## config.mk

```make
export PLATFORM = sky130hd
export DESIGN_NAME = game_scoreboard_flat
export DESIGN_NICKNAME = d
export VERILOG_FILES = /design/src/rtl/game_scoreboard_pkg.sv /design/src/rtl/game_scoreboard_if.sv /design/src/rtl/game_scoreboard_sat_accum.sv /design/src/rtl/game_scoreboard.sv /design/src/flat_wrapper.sv
export SDC_FILE = /design/constraint.sdc
export NUM_CORES = 1
export LEC_CHECK = 0
export CAP_MARGIN = 40
export CELL_PAD_IN_SITES_DETAIL_PLACEMENT = 0
export CELL_PAD_IN_SITES_GLOBAL_PLACEMENT = 1
export CORE_UTILIZATION = 34
export CTS_CLUSTER_SIZE = 24
export DETAILED_ROUTE_END_ITERATION = 6
export PLACE_DENSITY = 0.81
export SETUP_SLACK_MARGIN = 0.1
export SLEW_MARGIN = 15
export SYNTH_ARGS = -nofsm -noshare
export SYNTH_HDL_FRONTEND = slang
export SYNTH_SLANG_ARGS = --single-unit
```

## constraint.sdc

```tcl
create_clock -name clk -period 1.86 [get_ports clk]
set_input_delay 0.372 -clock clk [delete_from_list [all_inputs] [get_ports clk]]
set_output_delay 0.372 -clock clk [all_outputs]
set_load 0.02 [all_outputs]
```

## src/rtl/game_scoreboard_pkg.sv

```systemverilog
// Shared types and default constants for the memory-game scoreboard.
// Optional feature macro used by this slice: GAME_SCOREBOARD_BONUS_LIFE_EN.
package game_pkg;

  typedef enum logic [2:0] {
    IDLE,
    PLAY,
    LVL_UP,
    WIN,
    OVER
  } game_state_t;

  localparam int LIVES_INIT_DEF = 3;
  localparam int LIVES_MAX_DEF  = 7;
  localparam int MAX_LEVEL_DEF  = 3;

  // Score multiplier is chosen from the streak as it was before the current hit.
  function automatic int unsigned streak_mult(input int unsigned streak);
    if (streak < 4)
      return 1;
    else if (streak < 8)
      return 2;
    else
      return 4;
  endfunction

endpackage

```

## src/rtl/game_scoreboard_if.sv

```systemverilog
// Step-result inputs and display/control outputs of the game scoreboard.
// bonus_life exists only when GAME_SCOREBOARD_BONUS_LIFE_EN is defined.
interface game_scoreboard_if #(
  parameter int SCORE_W  = 14,
  parameter int STREAK_W = 5
);
  logic                start;
  logic                step_valid;
  logic                hit;
  logic                level_done;
  logic [SCORE_W-1:0]  score;
  logic [STREAK_W-1:0] streak;
  logic [2:0]          lives;
  logic [1:0]          level;
  logic                level_rst;
  logic                level_up;
  logic                lose_life;
  logic                playing;
  logic                game_won;
  logic                game_over;
`ifdef GAME_SCOREBOARD_BONUS_LIFE_EN
  logic                bonus_life;

  modport master (
    output start, step_valid, hit, level_done,
    input  score, streak, lives, level, level_rst, level_up, lose_life,
           playing, game_won, game_over, bonus_life
  );

  modport slave (
    input  start, step_valid, hit, level_done,
    output score, streak, lives, level, level_rst, level_up, lose_life,
           playing, game_won, game_over, bonus_life
  );
`else
  modport master (
    output start, step_valid, hit, level_done,
    input  score, streak, lives, level, level_rst, level_up, lose_life,
           playing, game_won, game_over
  );

  modport slave (
    input  start, step_valid, hit, level_done,
    output score, streak, lives, level, level_rst, level_up, lose_life,
           playing, game_won, game_over
  );
`endif
endinterface

```

## src/rtl/game_scoreboard_sat_accum.sv

```systemverilog
// Combinational saturating adder: result = clear ? 0 : min(value + increment, all-ones).
module sat_accum #(
  parameter int W = 8
) (
  input  logic [W-1:0] value,
  input  logic [W-1:0] increment,
  input  logic         clear,
  output logic [W-1:0] result
);

  logic [W:0] sum;

  assign sum = {1'b0, value} + {1'b0, increment};

  always_comb begin
    result = sum[W-1:0];
    if (clear)
      result = '0;
    else if (sum[W])
      result = '1;
  end

endmodule

```

## src/rtl/game_scoreboard.sv

```systemverilog
// Memory-game scoreboard: scores level-FSM step results and sequences levels, win and game over.
// Define GAME_SCOREBOARD_BONUS_LIFE_EN to award a life on every 16th consecutive hit.
module game_scoreboard
  import game_pkg::*;
#(
  parameter int LIVES_INIT  = LIVES_INIT_DEF,
  parameter int LIVES_MAX   = LIVES_MAX_DEF,
  parameter int MAX_LEVEL   = MAX_LEVEL_DEF,
  parameter int SCORE_W     = 14,
  parameter int BASE_POINTS = 1,
  parameter int STREAK_W    = 5
) (
  input  logic         clk,
  input  logic         reset,
  game_scoreboard_if.slave bus
);

  game_state_t         state_q, state_d;
  logic [SCORE_W-1:0]  score_q, score_d, score_nxt, points;
  logic [STREAK_W-1:0] streak_q, streak_d, streak_nxt;
  logic [2:0]          lives_q, lives_d;
  logic [1:0]          level_q, level_d;
  logic                level_rst_q, level_rst_d;
  logic                level_up_q, level_up_d;
  logic                lose_life_q, lose_life_d;
  logic                new_game, step, miss;
`ifdef GAME_SCOREBOARD_BONUS_LIFE_EN
  logic                bonus_q, bonus_d;
`endif

  assign new_game = bus.start && (state_q == IDLE || state_q == WIN || state_q == OVER);
  assign step     = bus.step_valid && (state_q == PLAY);
  assign miss     = step && !bus.hit;
  assign points   = SCORE_W'(BASE_POINTS * streak_mult(32'(streak_q)));

  sat_accum #(.W(SCORE_W)) score_acc (
    .value     (score_q),
    .increment (points),
    .clear     (new_game),
    .result    (score_nxt)
  );

  sat_accum #(.W(STREAK_W)) streak_acc (
    .value     (streak_q),
    .increment (STREAK_W'(1)),
    .clear     (new_game || miss),
    .result    (streak_nxt)
  );

  always_comb begin
    state_d     = state_q;
    score_d     = score_q;
    streak_d    = streak_q;
    lives_d     = lives_q;
    level_d     = level_q;
    level_rst_d = 1'b0;
    level_up_d  = 1'b0;
    lose_life_d = 1'b0;
`ifdef GAME_SCOREBOARD_BONUS_LIFE_EN
    bonus_d     = 1'b0;
`endif
    case (state_q)
      IDLE, WIN, OVER: begin
        if (bus.start) begin
          state_d     = PLAY;
          score_d     = score_nxt;
          streak_d    = streak_nxt;
          lives_d     = 3'(LIVES_INIT);
          level_d     = 2'd1;
          level_rst_d = 1'b1;
        end
      end
      PLAY: begin
        if (bus.step_valid) begin
          streak_d = streak_nxt;
          if (bus.hit) begin
            score_d = score_nxt;
`ifdef GAME_SCOREBOARD_BONUS_LIFE_EN
            // Only a real increment landing on a multiple of 16 earns a life; a pinned streak does not.
            if (streak_nxt != streak_q && (int'(streak_nxt) % 16) == 0) begin
              bonus_d = 1'b1;
              if (lives_q < 3'(LIVES_MAX))
                lives_d = lives_q + 3'd1;
            end
`endif
            if (bus.level_done) begin
              level_up_d = 1'b1;
              state_d    = LVL_UP;
            end
          end else begin
            lose_life_d = 1'b1;
            lives_d     = lives_q - 3'd1;
            if (lives_q <= 3'd1) begin
              lives_d = 3'd0;
              state_d = OVER;
            end
          end
        end
      end
      LVL_UP: begin
        if (level_q == 2'(MAX_LEVEL)) begin
          state_d = WIN;
        end else begin
          level_d     = level_q + 2'd1;
          level_rst_d = 1'b1;
          state_d     = PLAY;
        end
      end
      default: state_d = IDLE;
    endcase
  end

  always_ff @(posedge clk) begin
    if (reset) begin
      state_q     <= IDLE;
      score_q     <= '0;
      streak_q    <= '0;
      lives_q     <= '0;
      level_q     <= '0;
      level_rst_q <= 1'b0;
      level_up_q  <= 1'b0;
      lose_life_q <= 1'b0;
`ifdef GAME_SCOREBOARD_BONUS_LIFE_EN
      bonus_q     <= 1'b0;
`endif
    end else begin
      state_q     <= state_d;
      score_q     <= score_d;
      streak_q    <= streak_d;
      lives_q     <= lives_d;
      level_q     <= level_d;
      level_rst_q <= level_rst_d;
      level_up_q  <= level_up_d;
      lose_life_q <= lose_life_d;
`ifdef GAME_SCOREBOARD_BONUS_LIFE_EN
      bonus_q     <= bonus_d;
`endif
    end
  end

  assign bus.score     = score_q;
  assign bus.streak    = streak_q;
  assign bus.lives     = lives_q;
  assign bus.level     = level_q;
  assign bus.level_rst = level_rst_q;
  assign bus.level_up  = level_up_q;
  assign bus.lose_life = lose_life_q;
  assign bus.playing   = (state_q == PLAY);
  assign bus.game_won  = (state_q == WIN);
  assign bus.game_over = (state_q == OVER);
`ifdef GAME_SCOREBOARD_BONUS_LIFE_EN
  assign bus.bonus_life = bonus_q;
`endif

endmodule

```

## src/flat_wrapper.sv

```systemverilog
// flat-port wrapper written by rule: the top's interface ports become plain ports
module game_scoreboard_flat import game_pkg::*;
#(
  parameter int LIVES_INIT  = LIVES_INIT_DEF,
  parameter int LIVES_MAX   = LIVES_MAX_DEF,
  parameter int MAX_LEVEL   = MAX_LEVEL_DEF,
  parameter int SCORE_W     = 14,
  parameter int BASE_POINTS = 1,
  parameter int STREAK_W    = 5
)
  (clk, reset, bus_start, bus_step_valid, bus_hit, bus_level_done, bus_score, bus_streak, bus_lives, bus_level, bus_level_rst, bus_level_up, bus_lose_life, bus_playing, bus_game_won, bus_game_over);
  game_scoreboard_if #(.SCORE_W(SCORE_W), .STREAK_W(STREAK_W)) bus_i ();
  input  logic clk;
  input  logic reset;
  input wire logic [$bits(bus_i.start)-1:0] bus_start;
  input wire logic [$bits(bus_i.step_valid)-1:0] bus_step_valid;
  input wire logic [$bits(bus_i.hit)-1:0] bus_hit;
  input wire logic [$bits(bus_i.level_done)-1:0] bus_level_done;
  output wire logic [$bits(bus_i.score)-1:0] bus_score;
  output wire logic [$bits(bus_i.streak)-1:0] bus_streak;
  output wire logic [$bits(bus_i.lives)-1:0] bus_lives;
  output wire logic [$bits(bus_i.level)-1:0] bus_level;
  output wire logic [$bits(bus_i.level_rst)-1:0] bus_level_rst;
  output wire logic [$bits(bus_i.level_up)-1:0] bus_level_up;
  output wire logic [$bits(bus_i.lose_life)-1:0] bus_lose_life;
  output wire logic [$bits(bus_i.playing)-1:0] bus_playing;
  output wire logic [$bits(bus_i.game_won)-1:0] bus_game_won;
  output wire logic [$bits(bus_i.game_over)-1:0] bus_game_over;
  assign bus_i.start = bus_start;
  assign bus_i.step_valid = bus_step_valid;
  assign bus_i.hit = bus_hit;
  assign bus_i.level_done = bus_level_done;
  assign bus_score = bus_i.score;
  assign bus_streak = bus_i.streak;
  assign bus_lives = bus_i.lives;
  assign bus_level = bus_i.level;
  assign bus_level_rst = bus_i.level_rst;
  assign bus_level_up = bus_i.level_up;
  assign bus_lose_life = bus_i.lose_life;
  assign bus_playing = bus_i.playing;
  assign bus_game_won = bus_i.game_won;
  assign bus_game_over = bus_i.game_over;
  game_scoreboard #(.LIVES_INIT(LIVES_INIT), .LIVES_MAX(LIVES_MAX), .MAX_LEVEL(MAX_LEVEL), .SCORE_W(SCORE_W), .BASE_POINTS(BASE_POINTS), .STREAK_W(STREAK_W)) u_core (.clk(clk), .reset(reset), .bus(bus_i));
endmodule
```

# ---- Yosys cells after proc, flatten, opt, wreduce, memory -nomap -nowiden
# Index checks and enable logic that the tools add are counted.
dict set report totals {
  reg_bits 30
  ram_bits 0
  mem_bits_ro 0
  mem_count 0
  in_bits 6
  out_inout_bits 30
  latchBits 0
  wordCells 81
}
dict set report op_classes {
  shifts 0
  n_lt_le_gt_ge 3
  reduce_logical 18
  n_addsub 4
  eq_ne 12
  n_mul 0
  n_bitwise 3
  n_mux 33
  div 0
}
# op count
set op_table {}
lappend op_table {{two-way mux 14 bit} 6}
lappend op_table {{two-way mux 3 bit} 10}
lappend op_table {{one-hot mux 14 bit (2 select lines)} 1}
lappend op_table {{two-way mux 5 bit} 4}
lappend op_table {{adder 14 x 14 -> 15 bit} 1}
lappend op_table {{AND reduction 4 bit} 3}
lappend op_table {{inequality test 2 bit (second input constant)} 5}
lappend op_table {{one-hot mux 5 bit (2 select lines)} 1}
lappend op_table {{one-hot mux 3 bit (3 select lines)} 1}
lappend op_table {{adder 5 x 1 -> 6 bit (second input constant)} 1}
lappend op_table {{equality test 3 x 2 -> 1 bit (second input constant)} 2}
lappend op_table {{two-way mux 2 bit} 3}
lappend op_table {{one-hot mux 3 bit (2 select lines)} 1}
lappend op_table {{AND reduction 3 bit} 2}
lappend op_table {{OR reduction 3 bit} 2}
lappend op_table {{less-than comparator 5 x 3 -> 1 bit (second input constant)} 1}
lappend op_table {{less-than comparator 5 x 4 -> 1 bit (second input constant)} 1}
lappend op_table {{two-way mux 1 bit} 4}
lappend op_table {{one-hot mux 2 bit (2 select lines)} 1}
lappend op_table {{nonzero test 2 bit} 2}
lappend op_table {{OR reduction 4 bit} 1}
lappend op_table {{equality test 3 x 1 -> 1 bit (second input constant)} 1}
lappend op_table {{equality test 3 bit (second input constant)} 1}
lappend op_table {{<= comparator 3 x 1 -> 1 bit (second input constant)} 1}
lappend op_table {{other kinds (11)} 17}

# ---- Longest topological paths before layout
dict set report depth {
  ltp_word 9
  depth_mapped 9
  depth_no_buf 9
}

# ---- Hierarchy
# From an unflattened synthesis, not the netlist that was laid out.
dict set report unflattened {
  hier_cells 304
  hier_area_um2 2566.2
}
# module cells_per_inst instances area_each_um2
set by_module_without_submodules {}
lappend by_module_without_submodules {game_scoreboard 161 1 1487.7}
lappend by_module_without_submodules {{sat_accum at u_core.score_acc} 112 1 832.0}
lappend by_module_without_submodules {{sat_accum at u_core.streak_acc} 31 1 246.5}

# ---- Worst setup path after synthesis
# OpenSTA, ideal clock, no wires.
dict set report synth_timing {
  path_kind {flip-flop to flip-flop}
  startpoint {register u_core.streak_q[3] (netlist: u_core.bus.streak[3])}
  endpoint {register u_core.score_q[10] (netlist: u_core.bus.score[10])}
  setup_time_ps 71
  period_less_slack_ps 2211
  t_required_ps 1789
  stages_incl_launch_ff 10
  arrival_time_ps 2140
  slack_ps -351
  path_cell_list {dfxtp_1 > or2_2 > nor2_1 > ha_1 > fa_1 > a21o_1 > nand3_1 > nor3_1 > a211o_1 > a21oi_1}
}
dict set report synth_between {
  elab_chain_cells 9
  elab_cells_between_ends 11
  classes_between {add/sub (1); order compare (2); mux (8)}
}
# element line
set synth_rtl {}
lappend synth_rtl {{start, declared} game_scoreboard.sv:20} ;# logic [STREAK_W-1:0] streak_q, streak_d, streak_nxt;
lappend synth_rtl {{start signal, assigned} game_scoreboard.sv:129} ;# streak_q <= streak_d;
lappend synth_rtl {{less-than comparator 5 x 4 -> 1 bit} game_scoreboard_pkg.sv:21} ;# else if (streak < 8)
lappend synth_rtl {{two-way mux 3 bit} game_scoreboard_pkg.sv:21}
lappend synth_rtl {{two-way mux 14 bit (*)} game_scoreboard_pkg.sv:19} ;# if (streak < 4)
lappend synth_rtl {{adder 14 x 14 -> 15 bit (*)} game_scoreboard_sat_accum.sv:13} ;# assign sum = {1'b0, value} + {1'b0, increment};
lappend synth_rtl {{two-way mux 14 bit (*)} game_scoreboard_sat_accum.sv:19} ;# else if (sum[W])
lappend synth_rtl {{two-way mux 14 bit (*)} game_scoreboard_sat_accum.sv:17} ;# if (clear)
lappend synth_rtl {{two-way mux 14 bit} game_scoreboard.sv:76} ;# if (bus.hit) begin
lappend synth_rtl {{two-way mux 14 bit} game_scoreboard.sv:74} ;# if (bus.step_valid) begin
lappend synth_rtl {{one-hot mux 14 bit (2 select lines) (*)} game_scoreboard.sv:62} ;# case (state_q)
lappend synth_rtl {{end signal, assigned} game_scoreboard.sv:128} ;# score_q <= score_d;
lappend synth_rtl {{end, declared} game_scoreboard.sv:19} ;# logic [SCORE_W-1:0] score_q, score_d, score_nxt, points;
# Every way passes the cells marked *; elsewhere a longest branch is shown, timed or not. The select of a mux whose other input is x is not followed.
# A chain may end at the register's enable or synchronous reset.

# ---- Final worst setup path
dict set report layout_timing {
  startpoint {register u_core.streak_q[3] (netlist: u_core.bus.streak[3])}
  endpoint {register u_core.score_q[11] (netlist: u_core.bus.score[11])}
}
# Same word-level chain as after synthesis.

==> results.yml <==
cts:
  clock_sink_count: 30
  clk_latency_ns: 0.28
  clockBufferDepth: 2
  root_buffer: "clkbuf_8"
  cts_tree: "built"
  clk_pin_slew_ns: 0.07
  cts_buffers: 5
  h-tree-depth: 2
worst_hold_path:
  min_path_type: "reg -> reg"
timing:
  relSlewSlack_pct: 77.1
  setup_viol: 12
  fmax_mhz: 501
  setup_ws_ns: -0.135
  finalCritPeriodShare_pct: 107
  rsz0062_at_grt: "yes"
  fin_crit_ns: 2.00
  maxSlewViolCount: 0
  skew_ns: 0.0139
  tns_ns: -0.716
  hold_viol_final: 0
  tightestPinTransition_ns: 0.343
  whs_ns: 0.511
synthesis:
  yosysUniqueCellTypes: 54
  syn_avg_cell_area_sq_um: 8.05
  synth_async_sr_flop_share_pct: 0
  synth_top_area_cell: "dfxtp_1"
  synthCells: 225
  synth_fp_nets: 239
  synth_top_area_share_pct: 33.1
  synth_seq_cells: 30
  synth_edf_count: 0
  synth_area_leaders: "dfxtp_1 (33%), a21oi_1 (6.4%), ha_1 (4.8%), nand2_1 (4.1%), nor3_1 (3.9%)"
  ys_warn_count: 0
  synthesis.area_sq_mm: 0.00181
  ys_seq_area_share_pct: 33.1
  synth_ff_type: "dfxtp_1"
setup_path:
  crit_path_max_fanout: 5
  critPathLaunchType: "flop"
  crit_arrival_ns: 2.19
  required_ns: 2.06
  critPathKind: "reg -> reg"
  cp-end-kind: "flop"
route:
  drcViolationCount: 0
  via_count: 1894
  finalWirelength_um: 4910
  vias_per_cell: 5.15
  wire_per_inst_um: 13.3
  drtPass1Iterations: 4
  drtIter0Drc: 128
  ant_nets: 0
global_routing:
  grt_max_degree: 31
  grt.overflow.total: 0
  grt_first_pass_wirelength_um: 7990
  grt_antenna_before_repair: 0
  first_global_vias: 1704
  gr-usage-all-layers_pct: 18.7
status:
  status: "finished with violations"
  violations: "setup timing"
power_and_ir_drop:
  finalPower_mw: 1.76
  p_leak_nw: 1.23
  ir_drop_uv: 488
  p_per_area_mw_per_mm2: 625
placed_design:
  gp_congestion: 0.801
  dpl_cell_area_sq_mm: 0.00253
  dp_hpwl_um: 3460
  dp.cells: 356
  dpl_worst_slack_ns: -0.165
  portBuffers: 35
final_layout:
  design_area_sq_mm: 0.00282
  drive_above_1_share_pct: 29.9
  nNetsFinal: 311
  nFillCells: 482
  antenna_cells: 0
  instances_no_fill: 368
  utilization_pct: 55.2
  syn2layout_area_growth_pct: 55.5
floorplanning:
  fp.dieArea_sq_mm: 0.00562
  num_rows: 26
  start_util_pct: 35.5
  die_x_um: 75.0
  design.core.area_sq_mm: 0.00511
  die_h_um: 75.0
  ioPinCount: 36
job:
  drv_cap: 0
timing repair:
item	CTS	global route
endpoints found under the setup margin	21	24
hold buffers	0	0
gates resized for setup	19	32
setup buffers	4	0
pin swaps	5	9
layer usage:
layer | vias to the layer above | share of wire [%] | track usage (%)
met3 | 2 | 4.0 | 4.02
met5 | - | 0 | 0
met1 | 889 | 47 | 25.8
met4 | 0 | 0.59 | 6.50
met2 | 32 | 48 | 28.9
li1 | 971 | - | -
layout make-up:
| class | instances | area [sq um] | share of cell area (%) |
|---|---|---|---|
| multi-input combinational | 176 | 1280 | 45.6 |
| clock buffer | 7 | 86.3 | 3.06 |
| sequential | 30 | 608 | 21.6 |
| timing repair buffer | 75 | 688 | 24.4 |
| clock inverter | 1 | 30.0 | 1.07 |
| inverter | 9 | 33.8 | 1.20 |
| tap | 70 | 87.6 | 3.11 |
critical path, cell delays in order, from the launching register on:
cell	delay, ns
dfxtp_4	0.34
or2_4	0.25
buf_6	0.13
ha_4	0.29
a21oi_2	0.07
a211oi_2	0.27
nand2_1	0.09
or3_1	0.32
a31oi_1	0.16
power by group:
group / total (mW) / internal, mW / leakage, nW / switching (mW)
logic: 0.386 / 0.184 / 0.926 / 0.202
clock network: 0.686 / 0.437 / 0.0585 / 0.250
registers: 0.689 / 0.664 / 0.246 / 0.0246
total: 1.76 / 1.28 / 1.23 / 0.476
synth_stat cells, types with 3 or more instances:
cell and count:
dfxtp_1 30, nor2b_1 9, and2_1 4, clkbuf_1 5
a21oi_1 23, nor3_1 14, nand4_1 3, inv_1 9
or3_1 4, nand2_1 20, nand3_1 8, nor2_1 13
and3_1 3, o21ai_1 9, o21ai_0 5, ha_1 7
a31oi_1 5, a211oi_1 8, a22oi_1 3
registers in the layout, indices dropped and copies added, names as in the netlist:
| register | count |
|---|---|
| u_core.bus.level_rst | 1 |
| u_core.bus.lives | 3 |
| u_core.state_q | 3 |
| u_core.bus.level | 2 |
| u_core.bus.score | 14 |
| u_core.bus.streak | 5 |
| u_core.bus.lose_life | 1 |
| u_core.bus.level_up | 1 |
final timing paths:
path / start / to / slack, ns / cells past startpoint
min: u_core.bus.level[0] / u_core.bus.level[0] / 0.51 / 1
max: u_core.bus.streak[3] / u_core.bus.score[11] / -0.14 / 8
min reg2reg: u_core.bus.level[0] / u_core.bus.level[0] / 0.51 / 1
max reg2reg: u_core.bus.streak[3] / u_core.bus.score[11] / -0.14 / 8
cell families (layout without fill, tap and decap cells):
family                     Yosys count  in the layout  synth area share (%)
muxes                                1              1                 0.622
DFF                                 30             30                  33.1
adders and majority gates            8              8                  5.94
buffers and inverters               19             92                  4.70
and+or+nand+nor                     94             94                  29.3
xor gates and xnor gates             1              1                 0.484
AOI/OAI and AO/OA                   72             72                  25.8
placed cells by master (no fill, tap or decap), types with 4 or more instances in the layout:
| master | netlist | final |
|---|---|---|
| or3_1 | 4 | 4 |
| ha_1 | 7 | 5 |
| inv_1 | 9 | 9 |
| buf_4 | 1 | 35 |
| dfxtp_1 | 30 | 26 |
| o21ai_2 | 1 | 5 |
| buf_6 | 1 | 4 |
| clkbuf_8 | 0 | 6 |
| o21ai_1 | 9 | 7 |
| a21oi_1 | 23 | 20 |
| nor2b_1 | 9 | 9 |
| a211oi_1 | 8 | 6 |
| dlymetal6s2s_1 | 0 | 9 |
| nand3_1 | 8 | 6 |
| nor2_1 | 13 | 11 |
| a31oi_1 | 5 | 5 |
| clkdlybuf4s50_1 | 0 | 19 |
| nand2_1 | 20 | 20 |
| nor3_2 | 1 | 4 |
| dlygate4sd2_1 | 0 | 6 |
| nor3_1 | 14 | 9 |
Note: power is estimated with default switching activity, not from simulation.
